`src/rtl/mem_ring_controller_pkg.sv`:
```
// Shared definitions for the ring-buffer memory controller: read FSM
// encodings and the default widths and timing used by the blocks.
package mem_ring_controller_pkg;

  typedef enum logic [1:0] {
    R_IDLE    = 2'd0,
    R_ISSUE   = 2'd1,
    R_CAPTURE = 2'd2
  } rstate_t;

  localparam int DEF_D_WIDTH     = 8;
  localparam int DEF_A_WIDTH     = 3;
  localparam int DEF_DEPTH       = 8;
  localparam int DEF_AUTO_PERIOD = 50000000;

endpackage

```
`src/rtl/auto_tick_gen.sv`:
```
// Periodic one-cycle tick generator. The counter only runs while en is
// high and restarts from zero each time en drops, so the first tick comes
// a full period after enabling.
module auto_tick_gen
  import mem_ring_controller_pkg::*;
#(
  parameter int AUTO_PERIOD = DEF_AUTO_PERIOD
) (
  input  logic clk,
  input  logic n_rst,
  input  logic en,
  output logic tick
);

  localparam int CW = (AUTO_PERIOD > 1) ? $clog2(AUTO_PERIOD) : 1;
  localparam logic [CW-1:0] LAST_CNT = CW'(AUTO_PERIOD - 1);

  logic [CW-1:0] cnt;

  // Free-running period counter, held at zero while disabled.
  always_ff @(posedge clk or negedge n_rst) begin
    if (!n_rst) begin
      cnt <= '0;
    end else if (!en || (cnt == LAST_CNT)) begin
      cnt <= '0;
    end else begin
      cnt <= cnt + CW'(1);
    end
  end

  assign tick = en && (cnt == LAST_CNT);

endmodule

```
`src/rtl/mem_ring_controller.sv`:
```
// Circular byte buffer controller over an external simple dual-port RAM.
// UART bytes are written at the write pointer; bytes are read back in order
// (on push_sw in step mode, on a periodic tick in auto mode) and the last
// one read is held on fnd_data.
module mem_ring_controller
  import mem_ring_controller_pkg::*;
#(
  parameter int D_WIDTH     = DEF_D_WIDTH,
  parameter int A_WIDTH     = DEF_A_WIDTH,
  parameter int DEPTH       = DEF_DEPTH,
  parameter int AUTO_PERIOD = DEF_AUTO_PERIOD
) (
  input  logic               clk,
  input  logic               n_rst,
  input  logic               rx_done,
  input  logic [D_WIDTH-1:0] rx_data,
  input  logic               push_sw,
  input  logic               mode_sw,
  input  logic               clr_sw,
  output logic [A_WIDTH-1:0] waddr,
  output logic               wen,
  output logic [D_WIDTH-1:0] wdata,
  output logic [A_WIDTH-1:0] raddr,
  output logic               ren,
  input  logic [D_WIDTH-1:0] rdata,
  output logic [D_WIDTH-1:0] fnd_data,
  output logic [A_WIDTH:0]   count,
  output logic               full,
  output logic               empty,
  output logic               overflow
);

  localparam logic [A_WIDTH:0]   FULL_CNT = (A_WIDTH + 1)'(DEPTH);
  localparam logic [A_WIDTH-1:0] LAST_PTR = A_WIDTH'(DEPTH - 1);

  // Pointer increment that wraps at the usable depth, not the RAM size.
  function automatic logic [A_WIDTH-1:0] ptr_inc(input logic [A_WIDTH-1:0] p);
    return (p == LAST_PTR) ? '0 : p + A_WIDTH'(1);
  endfunction

  rstate_t             state, state_nxt;
  logic                tick;
  logic                rd_req;
  logic                rd_issue;
  logic                wr_accept;
  logic [A_WIDTH:0]    count_nxt;

  auto_tick_gen #(
    .AUTO_PERIOD(AUTO_PERIOD)
  ) u_tick (
    .clk  (clk),
    .n_rst(n_rst),
    .en   (mode_sw),
    .tick (tick)
  );

  // Event decode: a read issued on the same edge frees the slot that a
  // write into a full buffer needs, so that write is accepted too.
  always_comb begin
    rd_req    = mode_sw ? tick : push_sw;
    rd_issue  = (state == R_IDLE) && rd_req && (count != '0) && !clr_sw;
    wr_accept = rx_done && !clr_sw && ((count != FULL_CNT) || rd_issue);
    count_nxt = count;
    if (wr_accept && !rd_issue) begin
      count_nxt = count + (A_WIDTH + 1)'(1);
    end else if (rd_issue && !wr_accept) begin
      count_nxt = count - (A_WIDTH + 1)'(1);
    end
    state_nxt = state;
    case (state)
      R_IDLE:    if (rd_issue) state_nxt = R_ISSUE;
      R_ISSUE:   state_nxt = R_CAPTURE;
      R_CAPTURE: state_nxt = R_IDLE;
      default:   state_nxt = R_IDLE;
    endcase
    if (clr_sw) begin
      state_nxt = R_IDLE;
    end
  end

  // Read FSM state register.
  always_ff @(posedge clk or negedge n_rst) begin
    if (!n_rst) begin
      state <= R_IDLE;
    end else begin
      state <= state_nxt;
    end
  end

  assign ren = (state == R_ISSUE);

  // Write port: waddr advances on the edge that closes each write cycle.
  always_ff @(posedge clk or negedge n_rst) begin
    if (!n_rst) begin
      waddr    <= '0;
      wen      <= 1'b0;
      wdata    <= '0;
      overflow <= 1'b0;
    end else if (clr_sw) begin
      waddr    <= '0;
      wen      <= 1'b0;
      overflow <= 1'b0;
    end else begin
      if (wen) begin
        waddr <= ptr_inc(waddr);
      end
      wen <= wr_accept;
      if (wr_accept) begin
        wdata <= rx_data;
      end
      if (rx_done && !wr_accept) begin
        overflow <= 1'b1;
      end
    end
  end

  // Read port: raddr advances leaving R_ISSUE, RAM data captured leaving R_CAPTURE.
  always_ff @(posedge clk or negedge n_rst) begin
    if (!n_rst) begin
      raddr    <= '0;
      fnd_data <= '0;
    end else if (clr_sw) begin
      raddr    <= '0;
      fnd_data <= '0;
    end else begin
      if (state == R_ISSUE) begin
        raddr <= ptr_inc(raddr);
      end
      if (state == R_CAPTURE) begin
        fnd_data <= rdata;
      end
    end
  end

  // Occupancy and flags, all derived from the same next count.
  always_ff @(posedge clk or negedge n_rst) begin
    if (!n_rst) begin
      count <= '0;
      empty <= 1'b1;
      full  <= 1'b0;
    end else if (clr_sw) begin
      count <= '0;
      empty <= 1'b1;
      full  <= 1'b0;
    end else begin
      count <= count_nxt;
      empty <= (count_nxt == '0);
      full  <= (count_nxt == FULL_CNT);
    end
  end

endmodule

```
`config.mk`:
```
export PLATFORM = sky130hd
export DESIGN_NAME = mem_ring_controller
export DESIGN_NICKNAME = d
export VERILOG_FILES = /design/src/rtl/mem_ring_controller_pkg.sv /design/src/rtl/auto_tick_gen.sv /design/src/rtl/mem_ring_controller.sv
export SDC_FILE = /design/constraint.sdc
export NUM_CORES = 1
export LEC_CHECK = 0
export CAP_MARGIN = 15
export CORE_MARGIN = 8
export CORE_UTILIZATION = 45
export DETAILED_ROUTE_END_ITERATION = 8
export PLACE_DENSITY = 0.8
export RECOVER_POWER = 50
export SYNTH_ARGS = -nofsm -noshare
export SYNTH_HDL_FRONTEND = slang
export SYNTH_HIERARCHICAL = 1
export SYNTH_SLANG_ARGS = --single-unit
```
`constraint.sdc`:
```
create_clock -name clk -period 6.9 [get_ports clk]
set_input_delay 0.69 -clock clk [delete_from_list [all_inputs] [get_ports clk]]
set_output_delay 0.69 -clock clk [all_outputs]
set_load 0.05 [all_outputs]
```
# == Yosys cells after proc, flatten, opt, wreduce, memory -nomap -nowiden ==
# Index checks and enable logic that the tools add are counted.
# classes
addsub,5
n_eq_ne,8
bitwise,1
n_reduce_logical,23
muxes,21
# ops
cell,n
$add 26x1->26 const B,1
$eq 26x26->1 const B,1
$mux 26,1
$mux 3,6
$mux 8,2
$mux 4,3
$logic_and 1x1->1,9
$reduce_bool 2->1,4
$add 3x1->3 const B,2
$eq 3x3->1 const B,2
$mux 1,6
$add 4x1->4 const B,1
$eq 4x4->1 const B,1
$logic_not 1->1,4
$logic_not 4->1,1
$mux 2,2
$ne 4x4->1 const B,1
$pmux 2 s2,1
$reduce_bool 4->1,1
$sub 4x1->4 const B,1
$ne 3x3->1 const B,1
$eq 2x1->1 const B,1
$eq 2x2->1 const B,1
$logic_not 2->1,1
3 further kinds,4
# totals
out_inout_bits,31
register_bits,58

# == Depth between registers and ports, before layout ==
# logic_depth
depth_word,14
ltp_mapped,8

# == By module ==
# Netlist, hierarchy kept.
# modules_own_cells
mod,n_inst,area_per_inst_um2,cells_per_inst
mem_ring_controller,1,1667.8,154
auto_tick_gen,1,1362.6,142

# == Worst setup path before layout ==
# Ideal clock, no wire load.
# synth_timing
kind,register to register
startpoint,register u_tick.cnt[10]
endpoint,register empty
period_less_slack_ns,2.423
path_stages_with_launch,8
setup_time_ns,0.091
slack_ns,4.477
path_buffers,0
required_ns,6.809
arrival_time_ns,2.332
path_cell_list,dfrtp_1 -> or4_1 -> nor4_1 -> mux2_4 -> nand3_2 -> or3_1 -> a32o_1 -> o31ai_1
# synth_between
elab_chain_len,14
# synth_rtl
element,line,rtl
"start, declared",auto_tick_gen.sv:18,logic [CW-1:0] cnt;
"start signal, assigned",auto_tick_gen.sv:27,cnt <= cnt + CW'(1);
$eq 26x26->1 (*),auto_tick_gen.sv:31,assign tick = en && (cnt == LAST_CNT);
$logic_and 1x1->1 (*),auto_tick_gen.sv:31,
named net tick,mem_ring_controller.sv:42,logic tick;
$mux 1 (*),mem_ring_controller.sv:60,rd_req = mode_sw ? tick : push_sw;
$logic_and 1x1->1 (*) (3 in series),mem_ring_controller.sv:61,rd_issue = (state == R_IDLE) && rd_req && (count != '0) && !clr_sw;
$logic_or 1x1->1,mem_ring_controller.sv:62,wr_accept = rx_done && !clr_sw && ((count != FULL_CNT) || rd_issue);
$logic_and 1x1->1,mem_ring_controller.sv:62,
$logic_not 1->1,mem_ring_controller.sv:66,end else if (rd_issue && !wr_accept) begin
$logic_and 1x1->1,mem_ring_controller.sv:66,
$mux 4,mem_ring_controller.sv:66,
$mux 4 (*),mem_ring_controller.sv:64,if (wr_accept && !rd_issue) begin
$logic_not 4->1 (*),mem_ring_controller.sv:147,empty <= (count_nxt == '0);
$mux 1 (*),mem_ring_controller.sv:141,end else if (clr_sw) begin
"end signal, assigned",mem_ring_controller.sv:147,
"end, declared",mem_ring_controller.sv:29,"output logic empty,"
# Mark *: on every way through the listed nets, which the timed path passes. The rest lies on a longest branch.
# A chain may end at the register's enable or synchronous reset.

==> reports/qor.yml <==
power_density_nw_per_um2: 213
netlist_area_um2: 3030
path_buf_inv: 2
syn-num-nets: 326
combPwrFrac_pct: 20.0
rsz0062_at_grt: "false"
fin_nets: 379
switchingPower_mw: 0.251
outcome: "finished with violations"
cp-start-kind: "input pin"
worst-path-max-fanout: 58
hold_violations: 0
clk_latency_ps: 350
switching_share_pct: 31.2
fp.dieH_um: 98.1
maxSlewViolCount: 59
drv_cap: 1
place_congestion: 0.900
synth-edff-count: 0
clkSinkCount: 58
path_cells: "buf_2, clkbuf_1"
p_int_mw: 0.553
critPathKind: "input pin to async pin"
wl_per_cell_um: 15.7
finalClockSkew_ps: 9.81
yosysMostFrequentCell: "dfrtp_1"
max_freq_ghz: 0.319
clkSlewWorstSetupHoldPaths_ps: 60
max_slew_margin_pct: -101
cpMaxStageDelayCell: "clkbuf_1"
max_stage_delay_ps: 2110
rows: 30
dr.pass1.iters: 5
violations: "max-capacitance violations, max-slew violations"
synth-main-ff-cell: "dfrtp_1"
dpl.hpwl_um: 4850
syn_area_per_cell_um2: 10.2
filler_cell_count: 565
synth_warnings: 6
fin_tns_setup_ps: 0
synth_common_cells: "dfrtp_1 (57), nor2_1 (40), mux2i_1 (15), nand2_1 (15), inv_1 (13)"
ant_nets: 0
multi_input_area_um2: 1470
whs_ps: 510
initial_utilization_pct: 45.6
placement.io_buffers: 52
die_area_um2: 9620
syn_to_final_growth_pct: 24.3
drtIter0Drc: 148
htree_num_levels: 3
clockPowerShare_pct: 34.1
min_period_ps: 3140
post_cts_resize_count: 0
track_usage_pct: 15.1
synthCells: 296
coreArea_um2: 6640
finalCritPeriodShare_pct: 45.5
io_pins: 53
finalSetupViolCount: 0
drive_above_1_share_pct: 10.5
seq_power_share_pct: 45.9
async_flop_share_pct: 100
cp.required_ps: 6690
hp-class: "register to register"
num_antenna_cells: 0
cts_root_buffer: "clkbuf_8"
critPathTopFamily: "buffers and inverters"
setup.worst_path.end_class: "async pin"
grt_max_degree: 59
clockBufferDepth: 2
worst_pin_slew_ps: 3020
antenna_found_initial: 0
synth_top_cell_area_share_pct: 47.1
synthDistinctLibCells: 53
cts_tree: "done"
routed_wl_um: 6800
drc: 0
grt_pass1_wl_um: 11700
regArea_um2: 1450
peakVddDrop_mv: 0.111
overflow: 0
arrival_ps: 2930
postCtsSetupRepairBufs: 0
synth_seq_area_share_pct: 47.9
routed_via_density: 5.59
hold_buffers: 0
p_leak_nw: 1.63
fp.dieW_um: 98.1
num_vias: 2425
ys_ff_latch: 58
synth_top_cell_by_area: "dfrtp_1"
grt_pass1_vias: 2470
synth.area.top_cells: "dfrtp_1 (47%), mux2i_1 (5.0%), nor2_1 (5.0%)"
cts_buffers: 9
-- layer usage --
metal  GRT usage, %  up-vias  wire length, um
li1               -     1171                -
met1           17.5     1168             2960
met2           24.4       73             3270
met3           5.97       13              452
met4           6.12        0              109
met5              0        -                0
-- worst register-to-register path, cell delays in order (launching register included) --
cell     delay (ps)
dfrtp_1         440
nor4b_1         360
nand4_1         210
nor4_1          480
mux2_4          270
nand3_2         160
or3_1           410
a32o_1          270
o31ai_1         200
-- path summary, 6_finish.rpt --
kind                                    startpoint  cells after the start  slack (ps)                 endpoint
min                           wdata[7]$_DFFE_PN0P_                      1         510     wdata[7]$_DFFE_PN0P_
min in group asynchronous                    n_rst                      2        1410       count[1]$_DFF_PN0_
max reg2reg                u_tick/cnt[8]$_DFF_PN0_                      8        4000          empty$_DFF_PN1_
max                                          n_rst                      2        3760  u_tick/cnt[6]$_DFF_PN0_
max in group clk           u_tick/cnt[8]$_DFF_PN0_                      8        4000          empty$_DFF_PN1_
min reg2reg                   wdata[7]$_DFFE_PN0P_                      1         510     wdata[7]$_DFFE_PN0P_
-- cells by family after synthesis --
logic type | count (synthesis) | share of synthesized area (%)
AND/OR/NAND/NOR | 122 | 22.1
XOR/XNOR | 14 | 4.05
adder cells (fa/ha/maj) | 8 | 3.30
flip-flops | 58 | 47.9
buffers and inverters | 25 | 3.63
multiplexers | 24 | 8.42
AO/OA/AOI/OAI | 45 | 10.5
-- cell type report --
class	count	share of cell area [%]
timing repair buffer	54	14.0
clock buffer	11	3.75
inverter	13	1.30
tap	80	2.66
clock inverter	5	0.797
multi-input combinational	213	39.0
sequential	58	38.6
-- placed cells by master, fill, tap and decap left out, types with 9 or more instances in the layout --
cell	netlist	layout
mux2i_1	15	15
nand3_1	11	11
xnor2_1	9	9
clkbuf_8	0	10
or3_1	9	9
inv_1	13	13
nand2_1	15	15
clkdlybuf4s50_1	0	50
a21oi_1	12	12
nor2_1	40	40
dfrtp_1	57	57
-- power by group through the flow --
stage / logic (mW) / clock network [mW] / registers, mW
2_1_floorplan: 0.0613 / 0 / 0.416
3_3_place_gp: 0.159 / 0 / 0.374
3_5_place_dp: 0.162 / 0 / 0.375
5_1_grt: 0.173 / 0.300 / 0.371
4_1_cts: 0.162 / 0.281 / 0.369
6_report: 0.161 / 0.274 / 0.369
-- sequential cells by signal (all words and copies together), names as in the netlist --
signal      cells
empty           1
full            1
overflow        1
waddr           3
wdata           8
u_tick/cnt     26
wen             1
raddr           3
state           2
count           4
fnd_data        8
-- metrics by stage --
stage	worst slack [ps]	utilization [%]	total power [mW]	std cells	area [um^2]
floorplan	4480	-	0.477	296	3030
global placement	3790	54.2	0.533	418	3600
detailed placement	3730	54.2	0.537	418	3600
CTS	4020	56.8	0.812	434	3770
global route	2970	56.7	0.844	434	3770
finish	3760	56.7	0.804	434	3770
No activity file was read; power rests on OpenSTA's default activity.
